--- src/rtl/pid_ctrl_param_if.sv ---
// Bus between the heading-error source, the PID block and the drive logic.
// The master drives the error sample, forward speed and mode controls.
// The slave returns the registered wheel speeds and their update strobe.
interface pid_ctrl_param_if #(
  parameter int ERR_W   = 12,
  parameter int FRWRD_W = 10
) ();
  logic                      moving;
  logic                      err_vld;
  logic signed [ERR_W-1:0]   error;
  logic        [FRWRD_W-1:0] frwrd;
  logic                      i_en;
  logic        [FRWRD_W:0]   lft_spd;
  logic        [FRWRD_W:0]   rght_spd;
  logic                      spd_vld;

  modport master (
    output moving, err_vld, error, frwrd, i_en,
    input  lft_spd, rght_spd, spd_vld
  );

  modport slave (
    input  moving, err_vld, error, frwrd, i_en,
    output lft_spd, rght_spd, spd_vld
  );
endinterface

--- src/rtl/pid_ctrl_param.sv ---
// Parametrised heading PID. It saturates the heading error and forms P, I and D terms,
// then splits the scaled sum into left and right wheel speeds around the forward speed.
// All datapath arithmetic is done in 32-bit signed so that no intermediate wraps at the
// default parameters. The integrator has anti-windup: it holds instead of overflowing.
module pid_ctrl_param #(
  parameter int ERR_W   = 12,
  parameter int SAT_W   = 10,
  parameter int FRWRD_W = 10,
  parameter int INT_W   = 15,
  parameter int I_SHIFT = 6,
  parameter int D_DEPTH = 3,
  parameter int P_COEFF = 16,
  parameter int D_COEFF = 7
) (
  input logic             clk,
  input logic             rst,
  pid_ctrl_param_if.slave bus
);

  localparam logic signed [31:0] SAT_MAX  = (32'sd1 <<< (SAT_W - 1)) - 32'sd1;
  localparam logic signed [31:0] SAT_MIN  = -(32'sd1 <<< (SAT_W - 1));
  localparam logic signed [31:0] INT_MAX  = (32'sd1 <<< (INT_W - 1)) - 32'sd1;
  localparam logic signed [31:0] INT_MIN  = -(32'sd1 <<< (INT_W - 1));
  localparam logic signed [31:0] SPD_MAX  = (32'sd1 <<< FRWRD_W) - 32'sd1;
  localparam logic signed [31:0] DIFF_MAX = 32'sd127;
  localparam logic signed [31:0] DIFF_MIN = -32'sd128;

  // Clamp a signed value into [lo, hi].
  function automatic logic signed [31:0] clamp(input logic signed [31:0] v,
                                               input logic signed [31:0] lo,
                                               input logic signed [31:0] hi);
    logic signed [31:0] r;
    if (v > hi) r = hi;
    else if (v < lo) r = lo;
    else r = v;
    return r;
  endfunction

  // Map a signed speed into the unsigned output range 0..SPD_MAX.
  function automatic logic [FRWRD_W:0] spd_clamp(input logic signed [31:0] v);
    logic signed [31:0] c;
    c = clamp(v, 32'sd0, SPD_MAX);
    return c[FRWRD_W:0];
  endfunction

  logic signed [SAT_W-1:0] hist_r [D_DEPTH];
  logic signed [INT_W-1:0] int_r;
  logic        [FRWRD_W:0] lft_spd_r;
  logic        [FRWRD_W:0] rght_spd_r;
  logic                    spd_vld_r;

  logic signed [31:0]      err_ext_s;
  logic signed [31:0]      sat_ext_s;
  logic signed [SAT_W-1:0] err_sat_s;
  logic signed [31:0]      hist_ext_s;
  logic signed [31:0]      int_ext_s;
  logic signed [31:0]      frwrd_ext_s;
  logic signed [31:0]      p_half_s;
  logic signed [31:0]      i_term_s;
  logic signed [31:0]      d_term_s;
  logic signed [31:0]      adj_s;
  logic signed [31:0]      int_sum_s;
  logic                    int_ovf_s;
  logic        [FRWRD_W:0] lft_nxt_s;
  logic        [FRWRD_W:0] rght_nxt_s;

  // PID datapath: saturate, form the P/I/D terms, and derive the clamped wheel speeds.
  always_comb begin
    err_ext_s   = {{(32 - ERR_W){bus.error[ERR_W-1]}}, bus.error};
    sat_ext_s   = clamp(err_ext_s, SAT_MIN, SAT_MAX);
    err_sat_s   = sat_ext_s[SAT_W-1:0];
    hist_ext_s  = {{(32 - SAT_W){hist_r[D_DEPTH-1][SAT_W-1]}}, hist_r[D_DEPTH-1]};
    int_ext_s   = {{(32 - INT_W){int_r[INT_W-1]}}, int_r};
    frwrd_ext_s = $signed({{(32 - FRWRD_W){1'b0}}, bus.frwrd});
    p_half_s    = (sat_ext_s * P_COEFF) >>> 1;
    if (bus.i_en) begin
      i_term_s = int_ext_s >>> I_SHIFT;
    end else begin
      i_term_s = 32'sd0;
    end
    d_term_s    = clamp(sat_ext_s - hist_ext_s, DIFF_MIN, DIFF_MAX) * D_COEFF;
    adj_s       = (p_half_s + i_term_s + d_term_s) >>> 3;
    lft_nxt_s   = spd_clamp(frwrd_ext_s + adj_s);
    rght_nxt_s  = spd_clamp(frwrd_ext_s - adj_s);
    int_sum_s   = int_ext_s + sat_ext_s;
    int_ovf_s   = (int_sum_s > INT_MAX) || (int_sum_s < INT_MIN);
  end

  // D history: shifts in the saturated error on every valid sample, even when not moving.
  always_ff @(posedge clk) begin
    if (rst) begin
      for (int i = 0; i < D_DEPTH; i++) hist_r[i] <= {SAT_W{1'b0}};
    end else if (bus.err_vld) begin
      hist_r[0] <= err_sat_s;
      for (int i = 1; i < D_DEPTH; i++) hist_r[i] <= hist_r[i-1];
    end else begin
      for (int i = 0; i < D_DEPTH; i++) hist_r[i] <= hist_r[i];
    end
  end

  // Integrator: cleared when stopped; accumulates only if the sum stays in range (anti-windup).
  always_ff @(posedge clk) begin
    if (rst) begin
      int_r <= {INT_W{1'b0}};
    end else if (!bus.moving) begin
      int_r <= {INT_W{1'b0}};
    end else if (bus.err_vld && bus.i_en && !int_ovf_s) begin
      int_r <= int_sum_s[INT_W-1:0];
    end else begin
      int_r <= int_r;
    end
  end

  // Registered outputs: stopping forces zero speeds, otherwise a valid sample loads new speeds.
  always_ff @(posedge clk) begin
    if (rst) begin
      lft_spd_r  <= {(FRWRD_W + 1){1'b0}};
      rght_spd_r <= {(FRWRD_W + 1){1'b0}};
      spd_vld_r  <= 1'b0;
    end else if (!bus.moving) begin
      lft_spd_r  <= {(FRWRD_W + 1){1'b0}};
      rght_spd_r <= {(FRWRD_W + 1){1'b0}};
      spd_vld_r  <= bus.err_vld;
    end else if (bus.err_vld) begin
      lft_spd_r  <= lft_nxt_s;
      rght_spd_r <= rght_nxt_s;
      spd_vld_r  <= 1'b1;
    end else begin
      lft_spd_r  <= lft_spd_r;
      rght_spd_r <= rght_spd_r;
      spd_vld_r  <= 1'b0;
    end
  end

  assign bus.lft_spd  = lft_spd_r;
  assign bus.rght_spd = rght_spd_r;
  assign bus.spd_vld  = spd_vld_r;

endmodule
--- src/flat_wrapper.sv ---
// flat-port wrapper written by rule: the top's interface ports become plain ports
module pid_ctrl_param_flat 
#(
  parameter int ERR_W   = 12,
  parameter int SAT_W   = 10,
  parameter int FRWRD_W = 10,
  parameter int INT_W   = 15,
  parameter int I_SHIFT = 6,
  parameter int D_DEPTH = 3,
  parameter int P_COEFF = 16,
  parameter int D_COEFF = 7
)
  (clk, rst, bus_moving, bus_err_vld, bus_error, bus_frwrd, bus_i_en, bus_lft_spd, bus_rght_spd, bus_spd_vld);
  pid_ctrl_param_if #(.ERR_W(ERR_W), .FRWRD_W(FRWRD_W)) bus_i ();
  input logic clk;
  input logic rst;
  input wire logic [$bits(bus_i.moving)-1:0] bus_moving;
  input wire logic [$bits(bus_i.err_vld)-1:0] bus_err_vld;
  input wire logic [$bits(bus_i.error)-1:0] bus_error;
  input wire logic [$bits(bus_i.frwrd)-1:0] bus_frwrd;
  input wire logic [$bits(bus_i.i_en)-1:0] bus_i_en;
  output wire logic [$bits(bus_i.lft_spd)-1:0] bus_lft_spd;
  output wire logic [$bits(bus_i.rght_spd)-1:0] bus_rght_spd;
  output wire logic [$bits(bus_i.spd_vld)-1:0] bus_spd_vld;
  assign bus_i.moving = bus_moving;
  assign bus_i.err_vld = bus_err_vld;
  assign bus_i.error = bus_error;
  assign bus_i.frwrd = bus_frwrd;
  assign bus_i.i_en = bus_i_en;
  assign bus_lft_spd = bus_i.lft_spd;
  assign bus_rght_spd = bus_i.rght_spd;
  assign bus_spd_vld = bus_i.spd_vld;
  pid_ctrl_param #(.ERR_W(ERR_W), .SAT_W(SAT_W), .FRWRD_W(FRWRD_W), .INT_W(INT_W), .I_SHIFT(I_SHIFT), .D_DEPTH(D_DEPTH), .P_COEFF(P_COEFF), .D_COEFF(D_COEFF)) u_core (.clk(clk), .rst(rst), .bus(bus_i));
endmodule
--- config.mk ---
export PLATFORM = sky130hd
export DESIGN_NAME = pid_ctrl_param_flat
export DESIGN_NICKNAME = d
export VERILOG_FILES = /design/src/rtl/pid_ctrl_param_if.sv /design/src/rtl/pid_ctrl_param.sv /design/src/flat_wrapper.sv
export SDC_FILE = /design/constraint.sdc
export NUM_CORES = 1
export LEC_CHECK = 0
export ABC_CLOCK_PERIOD_IN_PS = 11750
export BUFFER_PORTS_ARGS = -buffer_cell sky130_fd_sc_hd__buf_2
export CORE_UTILIZATION = 50
export CTS_CLUSTER_DIAMETER = 120
export DETAILED_ROUTE_END_ITERATION = 12
export PLACE_DENSITY = 0.71
export SLEW_MARGIN = 20
export SYNTH_ARGS = -nofsm -noshare
export SYNTH_HDL_FRONTEND = slang
export SYNTH_SLANG_ARGS = --single-unit
--- constraint.sdc ---
create_clock -name clk -period 11.75 [get_ports clk]
set_clock_uncertainty 0.15 [all_clocks]
set_input_delay 1.175 -clock clk [delete_from_list [all_inputs] [get_ports clk]]
set_output_delay 1.175 -clock clk [all_outputs]
set_load 0.05 [all_outputs]
Yosys cells after proc, flatten, opt, wreduce, memory -nomap -nowiden
Memories as Yosys holds them, arrays and structs flattened. Cells that the tools add are included.

Bits in writable memories: 30. Input bits: 27. Register bits after elaboration: 38. Output and inout bits: 23. Word-level logic and storage cells: 58. Memories kept: 1.

Order comparisons: 10. $add $sub $neg: 6. Reduce and logical (&&, ||, !) cells: 5. Bitwise gates (word level): 7. Muxes and demuxes: 24. Multiply operators: 1.

Memory list: u_core.hist_r (words 3, width 10, read ports 3, clocked after Yosys merged registers in 0, wr ports 3, RTL line pid_ctrl_param.sv:46) `logic signed [SAT_W-1:0] hist_r [D_DEPTH];`.

Operators with widths (number): $mux 32 (5); $gt 30x11->1 const B (2); $lt 30x1->1 const B (2); $mux 10 (6); $mux 11 (4); $add 15x32->32 (1); $add 31x32->32 (1); $add 32x32->32 (1); $gt 32x15->1 const B (1); $gt 32x8->1 const B (1); $lt 32x15->1 const B (1); $lt 32x8->1 const B (1); $mul 32x4->32 const B (1); $sub 32x10->32 (1); $add 11x29->30 (1); $sub 11x29->30 (1); $gt 12x10->1 const B (1); $lt 12x10->1 const B (1); $mux 1 (9); $or 1x1->1 (6); $logic_and 1x1->1 (2); $reduce_or 2->1 (1); $logic_not 1->1 (1); $logic_or 1x1->1 (1); $not 1->1 (1).

Logic depth before layout (Yosys ltp)
Depth after elaboration: 13. Depth in mapped cells: 51. Gate-level depth less buffers: 47.

Worst setup path after synthesis
OpenSTA, ideal clock, no wires.

Path type: input port to flip-flop. From: input port bus_error[9]. To: register u_core.rght_spd_r[2] (netlist: u_core.bus.rght_spd[2]). Data required time: 11456 ps. Setup time: 144 ps. Arrival time: 12198 ps. Stages: 47. Slack: -742 ps. Buffers on the path: 6. Cells stage by stage: nand3_1 ha_1 clkinv_1 a21oi_1 inv_1 fa_1 a21o_1 a22oi_2 a221oi_4 maj3_1 a21oi_1 fa_1 clkbuf_1 nand2b_1 nor4bb_1 nand4_1 or4_1 ha_1 [... 11 more ...] clkbuf_1 o21ai_0 nand3_1 and2_1 xnor2_1 ha_1 clkbuf_1 o31ai_1 a21oi_1 o21bai_1 nor2b_1 o22ai_1 or2_0 clkbuf_2 or4_1 and3_4 nor4_4 a31oi_1.

Longest elaborated chain between the ends: 13. Elaborated cells between the ends (all ways): 17. Those cells by class: 4 x add/sub; 1 x mul; 6 x order compare; 6 x mux.

RTL lines: start, declared (RTL line flat_wrapper.sv:19) `input wire logic [$bits(bus_i.error)-1:0] bus_error;`; $lt 12x10->1 (RTL line pid_ctrl_param.sv:34) `else if (v < lo) r = lo;`; $mux 32 (RTL line pid_ctrl_param.sv:34); $mux 32 * (RTL line pid_ctrl_param.sv:33) `if (v > hi) r = hi;`; via u_core.p_half_s[4] (RTL line pid_ctrl_param.sv:58) `logic signed [31:0] p_half_s;`; $sub 32x10->32 (RTL line pid_ctrl_param.sv:81) `d_term_s = clamp(sat_ext_s - hist_ext_s, DIFF_MIN, DIFF_MAX) * D_COEFF;`; $lt 32x8->1 (RTL line pid_ctrl_param.sv:34); $mux 32 (RTL line pid_ctrl_param.sv:34); $mux 32 (RTL line pid_ctrl_param.sv:33); $mul 32x4->32 (RTL line pid_ctrl_param.sv:81); $add 32x32->32 * (RTL line pid_ctrl_param.sv:82) `adj_s = (p_half_s + i_term_s + d_term_s) >>> 3;`; $sub 11x29->30 * (RTL line pid_ctrl_param.sv:84) `rght_nxt_s = spd_clamp(frwrd_ext_s - adj_s);`; $lt 30x1->1 (RTL line pid_ctrl_param.sv:34); $mux 11 (RTL line pid_ctrl_param.sv:34); $mux 11 * (RTL line pid_ctrl_param.sv:33); end signal, assigned (RTL line pid_ctrl_param.sv:118) `rght_spd_r <= {(FRWRD_W + 1){1'b0}};`; end signal, assigned (RTL line pid_ctrl_param.sv:122) `rght_spd_r <= {(FRWRD_W + 1){1'b0}};`; end signal, assigned (RTL line pid_ctrl_param.sv:126) `rght_spd_r <= rght_nxt_s;`; end, declared (RTL line pid_ctrl_param.sv:49) `logic [FRWRD_W:0] rght_spd_r;`.

Mark *: on every way through the listed nets, which the timed path passes. The rest lies on a longest branch. A chain may end at the register's enable or synchronous reset.

Worst setup path in the final report
From: input port bus_error[10]. To: register u_core.lft_spd_r[9] (netlist: u_core.bus.lft_spd[9]).

Longest elaborated chain between the ends: 13. Elaborated cells between the ends (all ways): 17. Those cells by class: 4 x add/sub; 1 x mul; 6 x order compare; 6 x mux.

RTL lines: $lt 12x10->1 (RTL line pid_ctrl_param.sv:34); $mux 32 (RTL line pid_ctrl_param.sv:34); $mux 32 * (RTL line pid_ctrl_param.sv:33); via u_core.p_half_s[7] (RTL line pid_ctrl_param.sv:58); $sub 32x10->32 (RTL line pid_ctrl_param.sv:81); $lt 32x8->1 (RTL line pid_ctrl_param.sv:34); $mux 32 (RTL line pid_ctrl_param.sv:34); $mux 32 (RTL line pid_ctrl_param.sv:33); $mul 32x4->32 (RTL line pid_ctrl_param.sv:81); $add 32x32->32 * (RTL line pid_ctrl_param.sv:82); $add 11x29->30 * (RTL line pid_ctrl_param.sv:83) `lft_nxt_s = spd_clamp(frwrd_ext_s + adj_s);`; $lt 30x1->1 (RTL line pid_ctrl_param.sv:34); $mux 11 (RTL line pid_ctrl_param.sv:34); $mux 11 * (RTL line pid_ctrl_param.sv:33); end signal, assigned (RTL line pid_ctrl_param.sv:117) `lft_spd_r <= {(FRWRD_W + 1){1'b0}};`; end signal, assigned (RTL line pid_ctrl_param.sv:121) `lft_spd_r <= {(FRWRD_W + 1){1'b0}};`; end signal, assigned (RTL line pid_ctrl_param.sv:125) `lft_spd_r <= lft_nxt_s;`; end, declared (RTL line pid_ctrl_param.sv:48) `logic [FRWRD_W:0] lft_spd_r;`.

Marked as above.

==> reports/metrics.yaml <==
status: "finished clean"
max-cap-violations: 0
ys_seq_elements: 68
ys.warnings.count: 0
gr-usage-met1: 0.382
groute.layer.met3.usage: 0.0357
worstReg2RegStart: "u_core.hist_r[0][29]"
async_flop_share: 0
path_class: "input pin to flop"
grt_pass1_vias: 10746
synth_compound_area_frac: 0.204
max_freq_ghz: 0.0875
cts_tree: "done"
path_max_fanout: 5
antenna_found_initial: 0
grt_util_met2: 0.478
clk_latency_ns: 0.34
drt-total-wl_um: 33600
grt_pass1_wl_um: 53500
cp.arrival_ns: 11.50
cts.sinks: 68
chipWidth_um: 153
gp_congestion: 0.931
holdPathEnd: "u_core.bus.rght_spd[10]"
rows: 54
hold_path_depth: 1
port_buffers: 49
syn_area_mm2: 0.0114
hold_path_class: "flop to flop"
synth_cell_types: 91
area_delta_synth_final_pct: 21.8
core_area_mm2: 0.0221
critPathMostFrequentCell: "fa_1"
synth-simple-area-share: 0.216
dieHeight_um: 153
reg2reg_to: "u_core.bus.lft_spd[9]"
io-pin-count: 50
num_vias: 11122
die_area_mm2: 0.0235
seq_area_mm2: 0.00166
layout.nets: 1817
h-tree-depth: 3
dr.pass1.iters: 5
drc: 0
diodes: 0
root_buffer: "clkbuf_16"
dp_slack_ns: -0.424
slew_headroom: 0.249
cp-end-kind: "flop"
finalSetupViolations: 0
dp_hpwl_um: 27100
vias_per_cell: 5.93
initial_core_util: 0.517
worstMarginPinSlew_ns: 1.12
clk_pin_slew_ns: 0.06
fillers: 1924
drtAntennaViolNets: 0
syn_nets: 1626
synth.top_cell.area_share: 0.152
postSynthAreaPerCell_um2: 8.17
crit_required_ns: 11.83
startpoint_type: "input pin"
synth_edf_count: 30
avgRoutedWirePerCell_um: 17.9
hp-start: "u_core.bus.rght_spd[10]"
grt_usage: 0.284
cts-buffers-inserted: 9
grt-busiest-layer: "met2"
rr_worst_depth: 39
synthFlopType: "dfxtp_1"
synth_xor_area_frac: 0.0698
synth-seq-area-share: 0.145
cts-hold-fix-buffers: 0
slew_viol_final: 0
yosys.area.top_type: "fa_1"
setup_slack_ns: 0.324
synth.area.top_cells: "fa_1 15%, ha_1 12%, edfxtp_1 7.9%, dfxtp_1 6.7%, inv_1 5.2%"
finalHoldViolations: 0
cts_max_path_buffers: 2
synth_top_family_by_area: "adder cells"
grt_overflow: 0
grt_max_degree: 32
drive_above_1_share: 0.217
netlist_instances: 1400
synth_mux_area_frac: 0.0178
period_needed_ns: 11.43
multi_input_area_mm2: 0.00938
slowest_delay_ns: 0.57
synthAdderAreaFrac: 0.278
drt-initial-drc-count: 759
finalCritPeriodShare: 0.972
slowest_stage: "or4_4"
r2r_setup_slack_ns: 1.34
==> flip-flops by register name, summed over array words and instances (netlist names) <==
register and count:
u_core.hist_r 30, u_core.bus.lft_spd 11, u_core.bus.rght_spd 11, u_core.int_r 15, u_core.bus.spd_vld 1
==> through the flow <==
| step | cell area (um^2) | util | hold WS, ns | TNS (ns) | instances |
|---|---|---|---|---|---|
| 6_report | 13900 | 0.630 | 0.339 | 0 | 1876 |
| 5_1_grt | 13900 | 0.630 | 0.378 | -0.268 | 1876 |
| 4_1_cts | 13500 | 0.612 | 0.339 | 0 | 1864 |
| 2_1_floorplan | 11500 | - | 0.317 | 0 | 1400 |
| 3_5_place_dp | 13200 | 0.598 | 0.326 | -4.45 | 1848 |
| 3_3_place_gp | 13200 | 0.598 | 0.320 | -1.21 | 1848 |
==> how the worst max path moves through the flow <==
stage	to	start	cells after the start	slack, ns
floorplan	u_core.bus.rght_spd[2]	bus_error[9]	48	0.04
global placement	u_core.bus.lft_spd[0]	bus_error[11]	43	-0.20
detailed placement	u_core.bus.lft_spd[9]	bus_error[11]	44	-0.42
CTS	u_core.bus.lft_spd[9]	bus_error[11]	43	0.07
global route	u_core.bus.lft_spd[9]	bus_error[11]	44	-0.04
finish	u_core.bus.lft_spd[9]	bus_error[10]	43	0.32
==> cell type report <==
class                      instances  share of cell area
timing repair inverter             1            0.000539
tap                              280              0.0252
multi-input combinational       1121               0.674
timing repair buffer             228               0.114
clock buffer                      13              0.0198
sequential                        68               0.119
clock inverter                     3             0.00297
inverter                         162              0.0443
==> per-layer routing <==
| layer | vias up | part of all wire |
|---|---|---|
| met3 | 54 | 0.063 |
| met5 | - | 0 |
| met2 | 403 | 0.47 |
| met1 | 5328 | 0.45 |
| li1 | 5337 | - |
| met4 | 0 | 0.023 |
==> layout by cell type, fill, tap and decap left out, types with 6 or more instances in the layout <==
cell type / count
a211oi_1: 10
inv_1: 157
xor2_1: 20
o21bai_1: 18
nor3_1: 29
nand3_1: 35
and2_1: 43
and3_1: 26
a21oi_2: 7
buf_4: 178
or4_1: 7
o2111ai_1: 7
o21ai_1: 11
o21ai_0: 51
xnor2_1: 61
a21oi_1: 82
a21o_1: 33
clkbuf_16: 10
o31ai_1: 7
nand2b_1: 17
nor4_2: 6
nand4_1: 15
fa_1: 86
a31oi_1: 24
o21a_1: 9
nor4_1: 14
nor2b_1: 13
o211ai_1: 9
or3_1: 9
edfxtp_1: 30
mux2i_1: 16
or2_2: 8
a31o_2: 6
ha_1: 106
dfxtp_1: 38
buf_2: 49
nor2_1: 109
nand2_1: 81
==> synthesized netlist by cell type (all sizes together), types with 4 or more instances <==
master / count
xnor2: 65
a211oi: 13
o32a: 4
nor2: 111
a2111oi: 8
a21oi: 91
fa: 87
a21o: 33
o211ai: 10
a31o: 6
or4: 10
a22oi: 5
a311oi: 4
nor3: 34
nand4: 16
dfxtp: 38
nor4: 23
and3: 28
o31ai: 8
xor2: 24
nand2b: 17
edfxtp: 30
o31a: 5
nand3b: 4
mux2i: 17
clkbuf: 44
nand3: 37
ha: 112
a31oi: 28
o21bai: 18
and2: 44
o21a: 10
or2: 13
nor2b: 15
or3: 9
buf: 5
nand2: 82
o21ai: 67
inv: 160
o2111ai: 7
==> critical path, delay by kind of cell <==
| family | cells | cell delay [ns] |
|---|---|---|
| simple gates | 13 | 3.27 |
| fa+ha+maj | 8 | 3.07 |
| compound gates | 13 | 2.84 |
| buf+inv | 7 | 0.65 |
| xor+xnor | 2 | 0.50 |
==> cells by family (layout without fill, tap and decap cells) <==
logic type	Yosys count	after routing
xor gates and xnor gates	89	89
muxes	20	20
and+or+nand+nor	461	461
adders and majority gates	202	202
AOI/OAI and AO/OA	349	349
DFF	68	68
buffers and inverters	211	407
==> what timing repair did <==
item	4_1_cts	5_1_grt
cloned	0	1
pin swaps	0	22
resized for setup	3	68
buffers inserted	0	11
setup endpoints to repair	3	20
Power is left out: the tool's default activity adds up to more than one toggle a clock period on the data nets, which glitch-free logic cannot reach.
